===== config.mk =====
export PLATFORM = sky130hd
export DESIGN_NAME = op_entry_sequencer_flat
export DESIGN_NICKNAME = d
export VERILOG_FILES = /design/src/rtl/op_seq_pkg.sv /design/src/rtl/op_entry_sequencer_if.sv /design/src/rtl/op_entry_sequencer_btn_conditioner.sv /design/src/rtl/op_entry_sequencer.sv /design/src/flat_wrapper.sv
export SDC_FILE = /design/constraint.sdc
export NUM_CORES = 1
export LEC_CHECK = 0
export ABC_CLOCK_PERIOD_IN_PS = 2900
export CAP_MARGIN = 20
export CORE_MARGIN = 3
export CORE_UTILIZATION = 55
export CTS_BUF_LIST = sky130_fd_sc_hd__clkbuf_2 sky130_fd_sc_hd__clkbuf_4 sky130_fd_sc_hd__clkbuf_8
export CTS_CLUSTER_SIZE = 12
export DETAILED_ROUTE_END_ITERATION = 10
export MAX_ROUTING_LAYER = met4
export PLACE_DENSITY = 0.87
export RECOVER_POWER = 50
export SYNTH_ARGS = -nofsm -noshare
export SYNTH_HDL_FRONTEND = slang
export SYNTH_SLANG_ARGS = --single-unit

===== constraint.sdc =====
create_clock -name clk -period 2.9 [get_ports clk]
set_input_delay 0.29 -clock clk [delete_from_list [all_inputs] [get_ports clk]]
set_output_delay 0.29 -clock clk [all_outputs]
set_load 0.02 [all_outputs]

===== src/rtl/op_seq_pkg.sv =====
// op_seq_pkg: shared types and LED constants for the op_entry_sequencer slice
package op_seq_pkg;
  typedef enum logic [2:0] {A_LO, A_HI, B_LO, B_HI, EXEC, SHOW_L, SHOW_M} state_t;
  typedef enum logic [1:0] {OP_ADD, OP_SUB, OP_OR, OP_AND} op_t;
  localparam logic [7:0] LEDG_A_LO = 8'h80;
  localparam logic [7:0] LEDG_A_HI = 8'h40;
  localparam logic [7:0] LEDG_B_LO = 8'h20;
  localparam logic [7:0] LEDG_B_HI = 8'h10;
  localparam logic [7:0] LEDG_EXEC = 8'h08;
  localparam logic [7:0] LEDG_SHOW_L = 8'h02;
  localparam logic [7:0] LEDG_SHOW_M = 8'h01;
  localparam int LEDG_ERR = 2;
  function automatic logic [7:0] ledg_of(state_t s);
    return s == A_LO ? LEDG_A_LO : s == A_HI ? LEDG_A_HI : s == B_LO ? LEDG_B_LO :
           s == B_HI ? LEDG_B_HI : s == EXEC ? LEDG_EXEC : s == SHOW_L ? LEDG_SHOW_L : LEDG_SHOW_M;
  endfunction
endpackage


===== src/rtl/op_entry_sequencer_if.sv =====
// op_entry_sequencer_if: load-strobe bus and ALU start/done handshake to the datapath
//   master (sequencer): drives ld_data, ld_a_lo/hi, ld_b_lo/hi, clr, alu_op, alu_start
//   slave (datapath):   drives alu_done, alu_result
interface op_entry_sequencer_if;
  import op_seq_pkg::*;
  logic [15:0] ld_data;
  logic ld_a_lo, ld_a_hi, ld_b_lo, ld_b_hi, clr;
  op_t alu_op;
  logic alu_start, alu_done;
  logic [31:0] alu_result;
  modport master(output ld_data, ld_a_lo, ld_a_hi, ld_b_lo, ld_b_hi, clr, alu_op, alu_start,
                 input alu_done, alu_result);
  modport slave(input ld_data, ld_a_lo, ld_a_hi, ld_b_lo, ld_b_hi, clr, alu_op, alu_start,
                output alu_done, alu_result);
endinterface


===== src/rtl/op_entry_sequencer_btn_conditioner.sv =====
// btn_conditioner: sync, optional debounce and rising-edge pulse for one raw button
//   clk, rst_n: clock and async active-low reset
//   btn: raw asynchronous level; ev: one-cycle pulse per accepted press
//   OP_SEQ_DEBOUNCE_EN: insert a DEBOUNCE_CYCLES stability filter after the synchronizer
module btn_conditioner #(
  parameter int DEBOUNCE_CYCLES = 250000
) (
  input  logic clk,
  input  logic rst_n,
  input  logic btn,
  output logic ev
);
`ifdef OP_SEQ_DEBOUNCE_EN
  localparam bit DB_EN = 1'b1;
`else
  localparam bit DB_EN = 1'b0;
`endif
  logic s0, s1, lvl, lvl_q;
  always_ff @(posedge clk or negedge rst_n)
    if (!rst_n) {s0, s1} <= '0;
    else {s0, s1} <= {btn, s0};
  if (DB_EN && DEBOUNCE_CYCLES > 0) begin : g_db
    localparam int CW = $clog2(DEBOUNCE_CYCLES + 1);
    logic [CW-1:0] cnt;
    // lvl follows s1 only after it has differed for DEBOUNCE_CYCLES consecutive cycles
    always_ff @(posedge clk or negedge rst_n)
      if (!rst_n) begin
        cnt <= '0;
        lvl <= 1'b0;
      end else if (s1 == lvl) cnt <= '0;
      else if (cnt == CW'(DEBOUNCE_CYCLES - 1)) begin
        lvl <= s1;
        cnt <= '0;
      end else cnt <= cnt + 1'b1;
  end else begin : g_raw
    assign lvl = s1;
  end
  always_ff @(posedge clk or negedge rst_n)
    if (!rst_n) {lvl_q, ev} <= '0;
    else {lvl_q, ev} <= {lvl, lvl & ~lvl_q};
endmodule


===== src/rtl/op_entry_sequencer.sv =====
// op_entry_sequencer: button-driven operand entry, ALU launch and result paging
//   clk, rst_n: clock and async active-low reset
//   btn_change/btn_enter/btn_cancel: raw buttons; sw[17:2] operand half, sw[1:0] opcode
//   bus (master): load strobes, clr, alu_op/alu_start out; alu_done/alu_result in
//   ledr/ledg: LED drive (ledg one-hot state, bit 2 error); busy: high during EXEC
//   OP_SEQ_DEBOUNCE_EN: enables button debouncing of DEBOUNCE_CYCLES
module op_entry_sequencer
  import op_seq_pkg::*;
#(
  parameter int DEBOUNCE_CYCLES = 250000,
  parameter int EXEC_TIMEOUT = 255
) (
  input  logic clk,
  input  logic rst_n,
  input  logic btn_change,
  input  logic btn_enter,
  input  logic btn_cancel,
  input  logic [17:0] sw,
  op_entry_sequencer_if.master bus,
  output logic [17:0] ledr,
  output logic [7:0] ledg,
  output logic busy
);
  localparam int TW = $clog2(EXEC_TIMEOUT + 1);
  state_t st, nx;
  logic ev_c, ev_e, ev_x, entry, run, tmo, start_d, pend, err;
  logic [3:0] ld_d;
  logic [TW-1:0] cnt;
  logic [31:0] result;
  btn_conditioner #(.DEBOUNCE_CYCLES(DEBOUNCE_CYCLES)) u_chg (.clk(clk), .rst_n(rst_n), .btn(btn_change), .ev(ev_c));
  btn_conditioner #(.DEBOUNCE_CYCLES(DEBOUNCE_CYCLES)) u_ent (.clk(clk), .rst_n(rst_n), .btn(btn_enter), .ev(ev_e));
  btn_conditioner #(.DEBOUNCE_CYCLES(DEBOUNCE_CYCLES)) u_can (.clk(clk), .rst_n(rst_n), .btn(btn_cancel), .ev(ev_x));
  always_ff @(posedge clk or negedge rst_n)
    if (!rst_n) st <= A_LO;
    else st <= nx;
  // pend marks the extra EXEC cycle after a B_HI enter, so ld_b_hi lands before alu_start
  always_comb begin
    entry = st inside {A_LO, A_HI, B_LO, B_HI};
    run = st == EXEC && !pend;
    tmo = run && cnt == TW'(EXEC_TIMEOUT);
    nx = ev_x ? A_LO :
         (entry && ev_e) ? EXEC :
         (entry && ev_c) ? (st == B_HI ? B_HI : state_t'(st + 3'd1)) :
         (run && (bus.alu_done || tmo)) ? SHOW_L :
         (st == SHOW_L && ev_e) ? SHOW_M :
         (st == SHOW_M && ev_e) ? SHOW_L : st;
  end
  // ld_d = {a_lo, a_hi, b_lo, b_hi}
  always_comb begin
    ld_d = (ev_x || !entry) ? 4'b0 : ev_e ? {3'b0, st == B_HI} : ev_c ? 4'b1000 >> st : 4'b0;
    start_d = !ev_x && ((entry && ev_e && st != B_HI) || pend);
  end
  always_ff @(posedge clk or negedge rst_n)
    if (!rst_n) begin
      {bus.ld_a_lo, bus.ld_a_hi, bus.ld_b_lo, bus.ld_b_hi} <= '0;
      bus.ld_data <= '0;
      bus.clr <= 1'b0;
      bus.alu_op <= OP_ADD;
      bus.alu_start <= 1'b0;
      pend <= 1'b0;
      cnt <= '0;
      err <= 1'b0;
      result <= '0;
      busy <= 1'b0;
      ledg <= LEDG_A_LO;
      ledr <= '0;
    end else begin
      {bus.ld_a_lo, bus.ld_a_hi, bus.ld_b_lo, bus.ld_b_hi} <= ld_d;
      if (|ld_d) bus.ld_data <= sw[17:2];
      bus.clr <= ev_x;
      if (!ev_x && entry && ev_e) bus.alu_op <= op_t'(sw[1:0]);
      bus.alu_start <= start_d;
      pend <= !ev_x && entry && ev_e && st == B_HI;
      cnt <= start_d ? TW'(1) : cnt + 1'b1;
      err <= ev_x ? 1'b0 : (run && bus.alu_done) ? 1'b0 : tmo ? 1'b1 : err;
      result <= ev_x ? '0 : (run && bus.alu_done) ? bus.alu_result : tmo ? '0 : result;
      busy <= nx == EXEC;
      ledg <= ledg_of(st) | (8'(err) << LEDG_ERR);
      ledr <= st == EXEC ? '0 : st == SHOW_L ? {result[15:0], sw[1:0]} :
              st == SHOW_M ? {result[31:16], sw[1:0]} : sw;
    end
endmodule


===== src/flat_wrapper.sv =====
// flat-port wrapper written by rule: the top's interface ports become plain ports
module op_entry_sequencer_flat import op_seq_pkg::*;
#(
  parameter int DEBOUNCE_CYCLES = 250000,
  parameter int EXEC_TIMEOUT = 255
)
  (clk, rst_n, btn_change, btn_enter, btn_cancel, sw, ledr, ledg, busy, bus_ld_data, bus_ld_a_lo, bus_ld_a_hi, bus_ld_b_lo, bus_ld_b_hi, bus_clr, bus_alu_op, bus_alu_start, bus_alu_done, bus_alu_result);
  op_entry_sequencer_if bus_i ();
  input  logic clk;
  input  logic rst_n;
  input  logic btn_change;
  input  logic btn_enter;
  input  logic btn_cancel;
  input  logic [17:0] sw;
  output logic [17:0] ledr;
  output logic [7:0] ledg;
  output logic busy;
  output wire logic [$bits(bus_i.ld_data)-1:0] bus_ld_data;
  output wire logic [$bits(bus_i.ld_a_lo)-1:0] bus_ld_a_lo;
  output wire logic [$bits(bus_i.ld_a_hi)-1:0] bus_ld_a_hi;
  output wire logic [$bits(bus_i.ld_b_lo)-1:0] bus_ld_b_lo;
  output wire logic [$bits(bus_i.ld_b_hi)-1:0] bus_ld_b_hi;
  output wire logic [$bits(bus_i.clr)-1:0] bus_clr;
  output wire logic [$bits(bus_i.alu_op)-1:0] bus_alu_op;
  output wire logic [$bits(bus_i.alu_start)-1:0] bus_alu_start;
  input wire logic [$bits(bus_i.alu_done)-1:0] bus_alu_done;
  input wire logic [$bits(bus_i.alu_result)-1:0] bus_alu_result;
  assign bus_ld_data = bus_i.ld_data;
  assign bus_ld_a_lo = bus_i.ld_a_lo;
  assign bus_ld_a_hi = bus_i.ld_a_hi;
  assign bus_ld_b_lo = bus_i.ld_b_lo;
  assign bus_ld_b_hi = bus_i.ld_b_hi;
  assign bus_clr = bus_i.clr;
  assign bus_alu_op = bus_i.alu_op;
  assign bus_alu_start = bus_i.alu_start;
  assign bus_i.alu_done = bus_alu_done;
  assign bus_i.alu_result = bus_alu_result;
  op_entry_sequencer #(.DEBOUNCE_CYCLES(DEBOUNCE_CYCLES), .EXEC_TIMEOUT(EXEC_TIMEOUT)) u_core (.clk(clk), .rst_n(rst_n), .btn_change(btn_change), .btn_enter(btn_enter), .btn_cancel(btn_cancel), .sw(sw), .bus(bus_i), .ledr(ledr), .ledg(ledg), .busy(busy));
endmodule

## Yosys cells after proc, flatten, opt, wreduce, memory -nomap -nowiden

Index checks and enable logic that the tools add are counted.

- Register bits after elaboration: 108
- Output and inout port bits: 51
- Word-level logic and storage cells: 96

- Add/sub/neg operators: 2
- Eq/ne operators: 9
- Shift operators: 1
- Muxes and demuxes: 26
- Bitwise operators: 7
- Reduce and logical (&&, ||, !) cells: 23

Operator list:

| cell | number |
|---|---|
| 32-bit 2-to-1 mux | 3 |
| 18-bit 2-to-1 mux | 3 |
| 8-bit 2-to-1 mux | 6 |
| 3-bit 2-to-1 mux | 7 |
| 1-bit logical AND | 13 |
| 3-bit equality test (second input constant) | 4 |
| 4-bit 2-to-1 mux | 3 |
| 8-bit by 1-bit adder with 8-bit output (second input constant) | 1 |
| 8-bit equality test (second input constant) | 1 |
| 8-bit by 3-bit OR with 8-bit output | 1 |
| 3-bit by 2-bit equality test with 1-bit output (second input constant) | 2 |
| 4-bit nonzero test | 1 |
| 4-bit OR reduction | 1 |
| 4-bit by 3-bit >> shifter with 4-bit output (first input constant) | 1 |
| 3-bit by 1-bit adder with 3-bit output (second input constant) | 1 |
| 1-bit bitwise AND | 3 |
| 3-bit by 1-bit equality test with 1-bit output (second input constant) | 1 |
| 1-bit zero test | 3 |
| 3-bit zero test | 1 |
| 1-bit logical OR | 3 |
| 1-bit 2-to-1 mux | 3 |
| 3-bit by 2-bit inequality test with 1-bit output (second input constant) | 1 |
| 1-bit NOT | 3 |
| 3-bit nonzero test | 1 |
| 2-bit 2-to-1 mux | 1 |

## Depth between registers and ports, before layout

Gate-level depths: netlist (run 1).

- Word-level depth: 10
- Gate-level depth with buffers: 7
- Depth with buffers taken out: 6

## By module

A second synthesis (run 1) with hierarchy kept.

- Cell total of the unflattened synthesis: 303
- Area, all modules: 4326.6 µm²

Modules (own cells, without submodules):

| module | instances | cells an instance | area each (µm²) | seq. area each (µm²) |
|---|---|---|---|---|
| op_entry_sequencer | 1 | 288 | 3985.1 | 2403.6 |
| btn_conditioner | 3 | 5 | 113.9 | 100.1 |

## Worst setup path before layout (run 1)

OpenSTA, ideal clock, no wires.

- Kind: register -> register
- Start point: reg u_core.st[0]
- End point: reg u_core.bus.ld_data[10]
- Library setup time: 0.125 ns
- Data arrival time: 1.608 ns
- Data required time: 2.775 ns
- Setup slack: 1.167 ns
- Stages on the path, launching flop included: 8
- Clock period less this slack: 1.733 ns
- Path through: dfrtp_1 > inv_1 > ha_1 > o31ai_1 > nand2b_1 > buf_6 > buf_12 > mux2_4

- Cells in the longest elaborated chain, start to end: 6

RTL lines:

| item | RTL line | RTL |
|---|---|---|
| start, declared | op_entry_sequencer.sv:25 | `state_t st, nx;` |
| start signal, assigned | op_entry_sequencer.sv:35 | `else st <= nx;` |
| branches (longest 4 deep; another with 4-bit by 3-bit >> shifter with 4-bit output) | -- |  |
| 4-bit 2-to-1 mux (*) | op_entry_sequencer.sv:50 | `ld_d = (ev_x \|\| !entry) ? 4'b0 : ev_e ? {3'b0, st == B_HI} : ev_c ? 4'b1000 >> st : 4'b0;` |
| 4-bit OR reduction (*) | op_entry_sequencer.sv:69 | `if (\|ld_d) bus.ld_data <= sw[17:2];` |
| end signal, assigned | op_entry_sequencer.sv:69 |  |
| end, declared | op_entry_sequencer_if.sv:11 | `modport master(output ld_data, ld_a_lo, ld_a_hi, ld_b_lo, ld_b_hi, clr, alu_op, alu_start,` |

Mark *: on every way between the ends.
A chain may end at the register's enable or synchronous reset.

## Final worst setup path (run 1)

- Start point: reg u_core.st[0]
- End point: reg u_core.ledr[7]

- Cells in the longest elaborated chain, start to end: 4

RTL lines:

| item | RTL line | RTL |
|---|---|---|
| 3-bit equality test | op_entry_sequencer.sv:80 | `st == SHOW_M ? {result[31:16], sw[1:0]} : sw;` |
| 18-bit 2-to-1 mux | op_entry_sequencer.sv:80 |  |
| 18-bit 2-to-1 mux | op_entry_sequencer.sv:79 | `ledr <= st == EXEC ? '0 : st == SHOW_L ? {result[15:0], sw[1:0]} :` |
| 18-bit 2-to-1 mux (*) | op_entry_sequencer.sv:79 |  |
| end signal, assigned | op_entry_sequencer.sv:79 |  |
| end, declared | op_entry_sequencer.sv:20 | `output logic [17:0] ledr,` |

Every way passes the cells marked *; elsewhere a longest branch is shown, timed or not.

==> run summary, run 1 <==
Register area share after synthesis - 0.633
Fin. Hold Viols - 0
Routed len/inst - 18.1 um
Pin slew with the least headroom to its limit - 1840 ps
Most frequent cells in the layout - dfrtp_1 (107), clkdlybuf4s50_1 (102), nor2_1 (35)
Num CTS Buffers - 9
Initial antenna violation count - 0
Clock skew - 14.3 ps
Layout area overhead - 30.2%
CTS H-tree depth - 3
Yosys warnings - 0
CP max FO - 16
Final #Nets - 498
Overflow after GRT - 0
Total Wirelength - 9.80 mm
Clk buf depth - 2
GRT Total Usage - 0.240
Post-synth cell types - 42
Status - finished with violations
Core Region - 7410 um2
TritonCTS sink count - 108
# DRC - 0
Post-synth EDFFs - 0
Dominant synthesized flop cell - dfrtp_1
Setup CP Type - flip-flop to flip-flop
Clk_lat worst skew - 370 ps
Detailed placement HPWL - 6.80 mm
Die ar. - 8870 um2
RR Startpoint - u_core.st[0]
Final ANT Viol Nets - 0
RSZ-0062 raised after global routing - false
Peak VDD IR - 393 uV
Post-place instance area - 5390 um2
Worst endpoint required time - 3150 ps
IO Port Bufs - 106
Via density - 5.70
WP data arrival - 2540 ps
Minimum clock period - 2290 ps
GPL Wtd Cong - 0.823
Post-place setup slack - 732 ps
Mapped Cells - 330
Crit start category - flip-flop
Layout cell share with drive strength beyond 1 - 0.106
Post-CTS Resized - 0
Slew Limit Fails - 79
#FFs+latches synth - 108
Root buffer cell - clkbuf_8
Die X-Extent - 94.2 um
ANT cells - 0
Commonest non-fill, non-tap cell in the layout - dfrtp_1
IO Count - 107
PD cells - 770 nW/um2
DIE HEIGHT - 94.2 um
Final Worst Setup Slack - 610 ps
Largest net degree at the start of global routing - 79
Leak - 2.47 nW
Fin area - 5570 um2
Failing checks - max-capacitance violations, max-slew violations
Drt pass-1 iters - 4
TritonCTS clock tree - built
Setup TNS - 0 ps
Via count - 3081
FMAX - 437 MHz
Ys async rst share - 1.00
Syn_nets - 391
Avg Inst Size Synth - 13.0 um2
Initial Utilization - 0.577
CP Launch Point - u_core.st[0]
# setup viols final - 0
Number of global-route vias before repair - 3245
Setup Buffers After CTS - 0
Total of max-cap violations - 1
Final period util - 0.790
# rows - 31
Hold path startpoint - u_core.u_chg.s0
Iteration-0 DRC Markers - 237
Synthesized cell area - 4270 um2
First-pass GRT wire length - 15.8 mm
Hold WC Path Type - flip-flop to flip-flop
CTS clk-pin slew, worst paths - 100 ps
Worst relative slew slack - -0.225
CP Capture Type - flip-flop
Post-CTS Hold Buffers - 0
==> critical path, cell delays in order, from the launching register on <==
cell and delay (ps):
dfrtp_1 470, inv_1 100, ha_1 370, buf_4 260, nand2_1 470, nand2_1 130
a311oi_1 370
==> cell usage after synthesis (2+ instances only) <==
cell / count / area (um2)
a211oi_1: 2 / 15.0
a21oi_1: 2 / 10.0
a22o_1: 32 / 280
a311oi_1: 16 / 140
and2_1: 8 / 50.1
buf_2: 6 / 30.0
buf_6: 5 / 56.3
clkbuf_1: 6 / 22.5
dfrtp_1: 107 / 2680
ha_1: 5 / 62.6
inv_1: 4 / 15.0
mux2_2: 8 / 90.1
mux2_4: 10 / 150
nand2_1: 22 / 82.6
nand2b_1: 3 / 18.8
nand3_1: 20 / 100
nor2_1: 35 / 131
nor2b_1: 5 / 31.3
nor3_1: 2 / 10.0
nor3b_1: 2 / 15.0
nor4b_4: 2 / 47.6
o21ai_0: 3 / 15.0
o31ai_1: 2 / 15.0
xnor2_1: 4 / 35.0
xor2_1: 2 / 17.5
==> power by group <==
group	switching, W	internal [W]
Clock	0.000506	0.000358
Combinational	0.000677	0.000713
Sequential	0.000205	0.00183
Total	0.00139	0.00290
==> per-layer routing <==
metal,global-route usage,vias up,wire [um]
met5,-,-,0
met4,0.0999,0,243
met3,0.0473,21,711
met2,0.372,155,4960
met1,0.313,1518,3890
li1,-,1387,-
==> logic make-up after synthesis <==
group	after synthesis	share of synthesized area
xor+xnor	6	0.0123
fa+ha+maj	5	0.0146
simple gates	103	0.121
mux	18	0.0562
buf+inv	25	0.0372
compound gates	65	0.126
flops	108	0.633
==> final cells by class <==
type	count	area, um2
flip-flops and latches	108	2700
fillers	476	1840
multi-input cells	197	1410
repair buffers	116	1120
clock buffers	11	145
well taps	99	124
clock inverters	5	46.3
inverters	5	18.8
==> state kept, by name, indices dropped and copies added (netlist names), 2 cells and up <==
signal	count
u_core.ledg	8
u_core.st	3
u_core.bus.alu_op	2
u_core.bus.ld_data	16
u_core.result	32
u_core.cnt	8
u_core.ledr	18
==> final timing paths <==
path | to | depth (start not counted) | slack (ps)
max | u_core.ledr[7] | 6 | 610
min | u_core.u_chg.lvl | 0 | 360
max reg2reg | u_core.ledr[7] | 6 | 610
min reg2reg | u_core.u_chg.lvl | 0 | 360
max in group asynchronous | u_core.cnt[7] | 2 | 900
min in group asynchronous | u_core.bus.ld_data[9] | 1 | 380
==> per-stage QoR <==
| step | power [W] | hold WS [ps] | util | instances |
|---|---|---|---|---|
| floorplan | 0.00279 | -5.59 | - | 330 |
| global placement | 0.00339 | 332 | 0.728 | 525 |
| detailed placement | 0.00345 | 336 | 0.728 | 525 |
| CTS | 0.00431 | 77.6 | 0.754 | 541 |
| global route | 0.00450 | 370 | 0.751 | 541 |
| finish | 0.00429 | 363 | 0.751 | 541 |
No activity file was read; power rests on OpenSTA's default activity.
==> run 2: changes to the inputs <==
ABC_CLOCK_PERIOD_IN_PS = 2100   (was 2900)
CORE_UTILIZATION = 46   (was 55)
PLACE_DENSITY = 0.77   (was 0.87)
clock period = 2.1 ns   (was 2.9 ns; I/O delays follow)
==> run summary, run 2 (same netlist as run 1, synthesis figures left out) <==
Status - complete, no violations
Max FFs per register - 32 (unchanged)
Routing usage on met3 - 0.0444 (-0.00291)
CP max FO - 33 (+17)
GRT Total Usage - 0.199 (-0.0412)
Total Wirelength - 9.63 mm (-1.8%)
WP data arrival - 2220 ps (-320 ps)
Via count - 3034 (-1.5%)
Worst endpoint required time - 2360 ps (-790 ps)
RSZ-0062 raised after global routing - false
Via density - 5.44 (-4.5%)
Largest register by flop count - u_core.result
Initial antenna violation count - 0 (unchanged)
# setup viols final - 0 (unchanged)
Final ANT Viol Nets - 0 (unchanged)
Slew Limit Fails - 0 (-100%)
First-pass GRT wire length - 15.7 mm (-0.96%)
Leak - 2.52 nW (+1.8%)
GPL Wtd Cong - 0.804 (-2.3%)
Clk buf depth - 2 (unchanged)
Number of global-route vias before repair - 3119 (-3.9%)
Seq pwr share - 0.469 (-0.005)
Drt pass-1 iters - 4 (unchanged)
Largest registers - u_core.result: 32 flops, u_core.ledr: 18 flops, u_core.bus.ld_data: 16 flops
Critical path's largest stage delay - 460 ps (about the same)
Clock power frac - 0.204 (+0.002)
FMAX - 509 MHz (+17%)
Worst relative slew slack - 0.407 (+0.632)
Peak VDD IR - 621 uV (+58%)
Total power - 0.00596 W (+39%)
Setup CP Type - flip-flop to flip-flop
Die ar. - 10500 um2 (+18%)
Minimum clock period - 1960 ps (-327 ps)
Final #Nets - 506 (+1.6%)
Global Route met1 Usage - 0.271 (-0.0424)
Core Region - 8890 um2 (+20%)
Commonest non-fill, non-tap cell in the layout - dfrtp_1
Initial Utilization - 0.481 (-0.0962)
Detailed placement HPWL - 7.00 mm (+3.0%)
IO Port Bufs - 106 (unchanged)
Fin. Hold Viols - 0 (unchanged)
Most frequent cells in the layout - dfrtp_1 (107), clkdlybuf4s50_1 (102), nor2_1 (35)
Overflow after GRT - 0 (unchanged)
ANT cells - 0 (unchanged)
Clock skew - 13.9 ps (-0.395 ps)
Fin area - 5680 um2 (+2.1%)
IO Count - 107 (unchanged)
TritonCTS clock tree - built
Root buffer cell - clkbuf_8
Switching Share - 0.329 (+0.00501)
CTS clk-pin slew, worst paths - 100 ps (about the same)
Setup TNS - 0 ps (unchanged)
TritonCTS sink count - 108 (unchanged)
Largest net degree at the start of global routing - 41 (-48%)
Slowest CP cell - dfrtp_1
Routed len/inst - 17.3 um (-4.8%)
Die X-Extent - 102 um (+8.7%)
Total of max-cap violations - 0 (-1)
NetSw - 0.00196 W (+41%)
Top Usage Layer GRT - met2
DIE HEIGHT - 102 um (+8.7%)
PD cells - 1050 nW/um2 (+36%)
Critical path, cell by cell - inv_1 -> ha_2 -> nand2_2 -> nor2_2 -> a21oi_2 -> buf_4 -> a22o_1
Post-Layout Cell Count - 558 (+3.1%)
DP Cell Count - 541 (+3.0%)
Post-place instance area - 5490 um2 (+1.9%)
Combinational power share - 0.327 (+0.003)
Layout area overhead - 32.9%
Layout cell share with drive strength beyond 1 - 0.131 (+0.0248)
Pin slew with the least headroom to its limit - 889 ps (-948 ps)
CTS H-tree depth - 3 (unchanged)
Met2 Use GR - 0.298 (-0.0740)
Num CTS Buffers - 9 (unchanged)
Iteration-0 DRC Markers - 170 (-28%)
Hold WC Path Type - flip-flop to flip-flop
CP Capture Type - flip-flop
Crit start category - flip-flop
P_int - 0.00400 W (+38%)
# rows - 34 (+9.7%)
Clk_lat worst skew - 370 ps (about the same)
# DRC - 0 (unchanged)
Final period util - 0.935 (+0.145)
## run 2: cell types whose count changed in the layout (fill, tap and decap cells not counted), sizes merged
cell	before	now
clkinv	5	2
clkbuf	16	14
clkinvlp	0	1
inv	5	9
dlygate4sd3	3	4
buf	6	13
## run 2: final cells by class
cell class / count / area, um2
clock inverters: 7 / 66.3
repair buffers: 124 / 1210
flip-flops and latches: 108 / 2700
clock buffers: 9 / 124
inverters: 5 / 22.5
fillers: 675 / 3210
well taps: 108 / 135
multi-input cells: 197 / 1420
## run 2: layer usage
| layer | share of wire | vias to the layer above |
|---|---|---|
| met1 | 0.43 | 1505 |
| met4 | 0.021 | 0 |
| met2 | 0.48 | 111 |
| li1 | - | 1400 |
| met5 | 0 | - |
| met3 | 0.061 | 18 |
## run 2: power groups by stage
stage	logic (W)	clock network [W]	registers, W
6_report	0.00195	0.00122	0.00280
5_1_grt	0.00209	0.00133	0.00286
2_1_floorplan	0.000721	0	0.00313
3_5_place_dp	0.00196	0	0.00283
3_3_place_gp	0.00191	0	0.00281
4_1_cts	0.00197	0.00124	0.00280
## run 2: worst paths after layout
kind,startpoint,to,slack [ps],cells after the start
worst max register to register,u_core.st[1],u_core.result[17],140,7
max in group asynchronous,rst_n,u_core.ledr[10],460,3
worst min register to register,u_core.u_ent.s0,u_core.u_ent.lvl,360,0
worst min-delay path,u_core.u_ent.s0,u_core.u_ent.lvl,360,0
min in group asynchronous,rst_n,u_core.bus.ld_data[11],480,2
worst max-delay path,u_core.st[1],u_core.result[17],140,7
## run 2: repair_timing
| item | in CTS | in global routing |
|---|---|---|
| hold buffers | 1 | 0 |
| endpoints found under the setup margin | 0 | 47 |
| buffers inserted | 0 | 0 |
| resized for setup | 0 | 4 |
| endpoints found under the hold margin | 34 | 0 |
## run 2: metrics by stage
stage	setup slack, ps	utilization	hold slack (ps)
after global placement	186	0.618	198
after global routing	22.6	0.639	377
after floorplan	367	-	-85.6
after detailed placement	57.5	0.618	206
after CTS	42.6	0.640	261
final	137	0.639	358
## run 2: critical path: cells and delay by family, from the launching register on
| family | cells | cell delay (ps) |
|---|---|---|
| flops | 1 | 460 |
| simple gates | 2 | 400 |
| buf+inv | 2 | 380 |
| compound gates | 2 | 350 |
| fa+ha+maj | 1 | 270 |
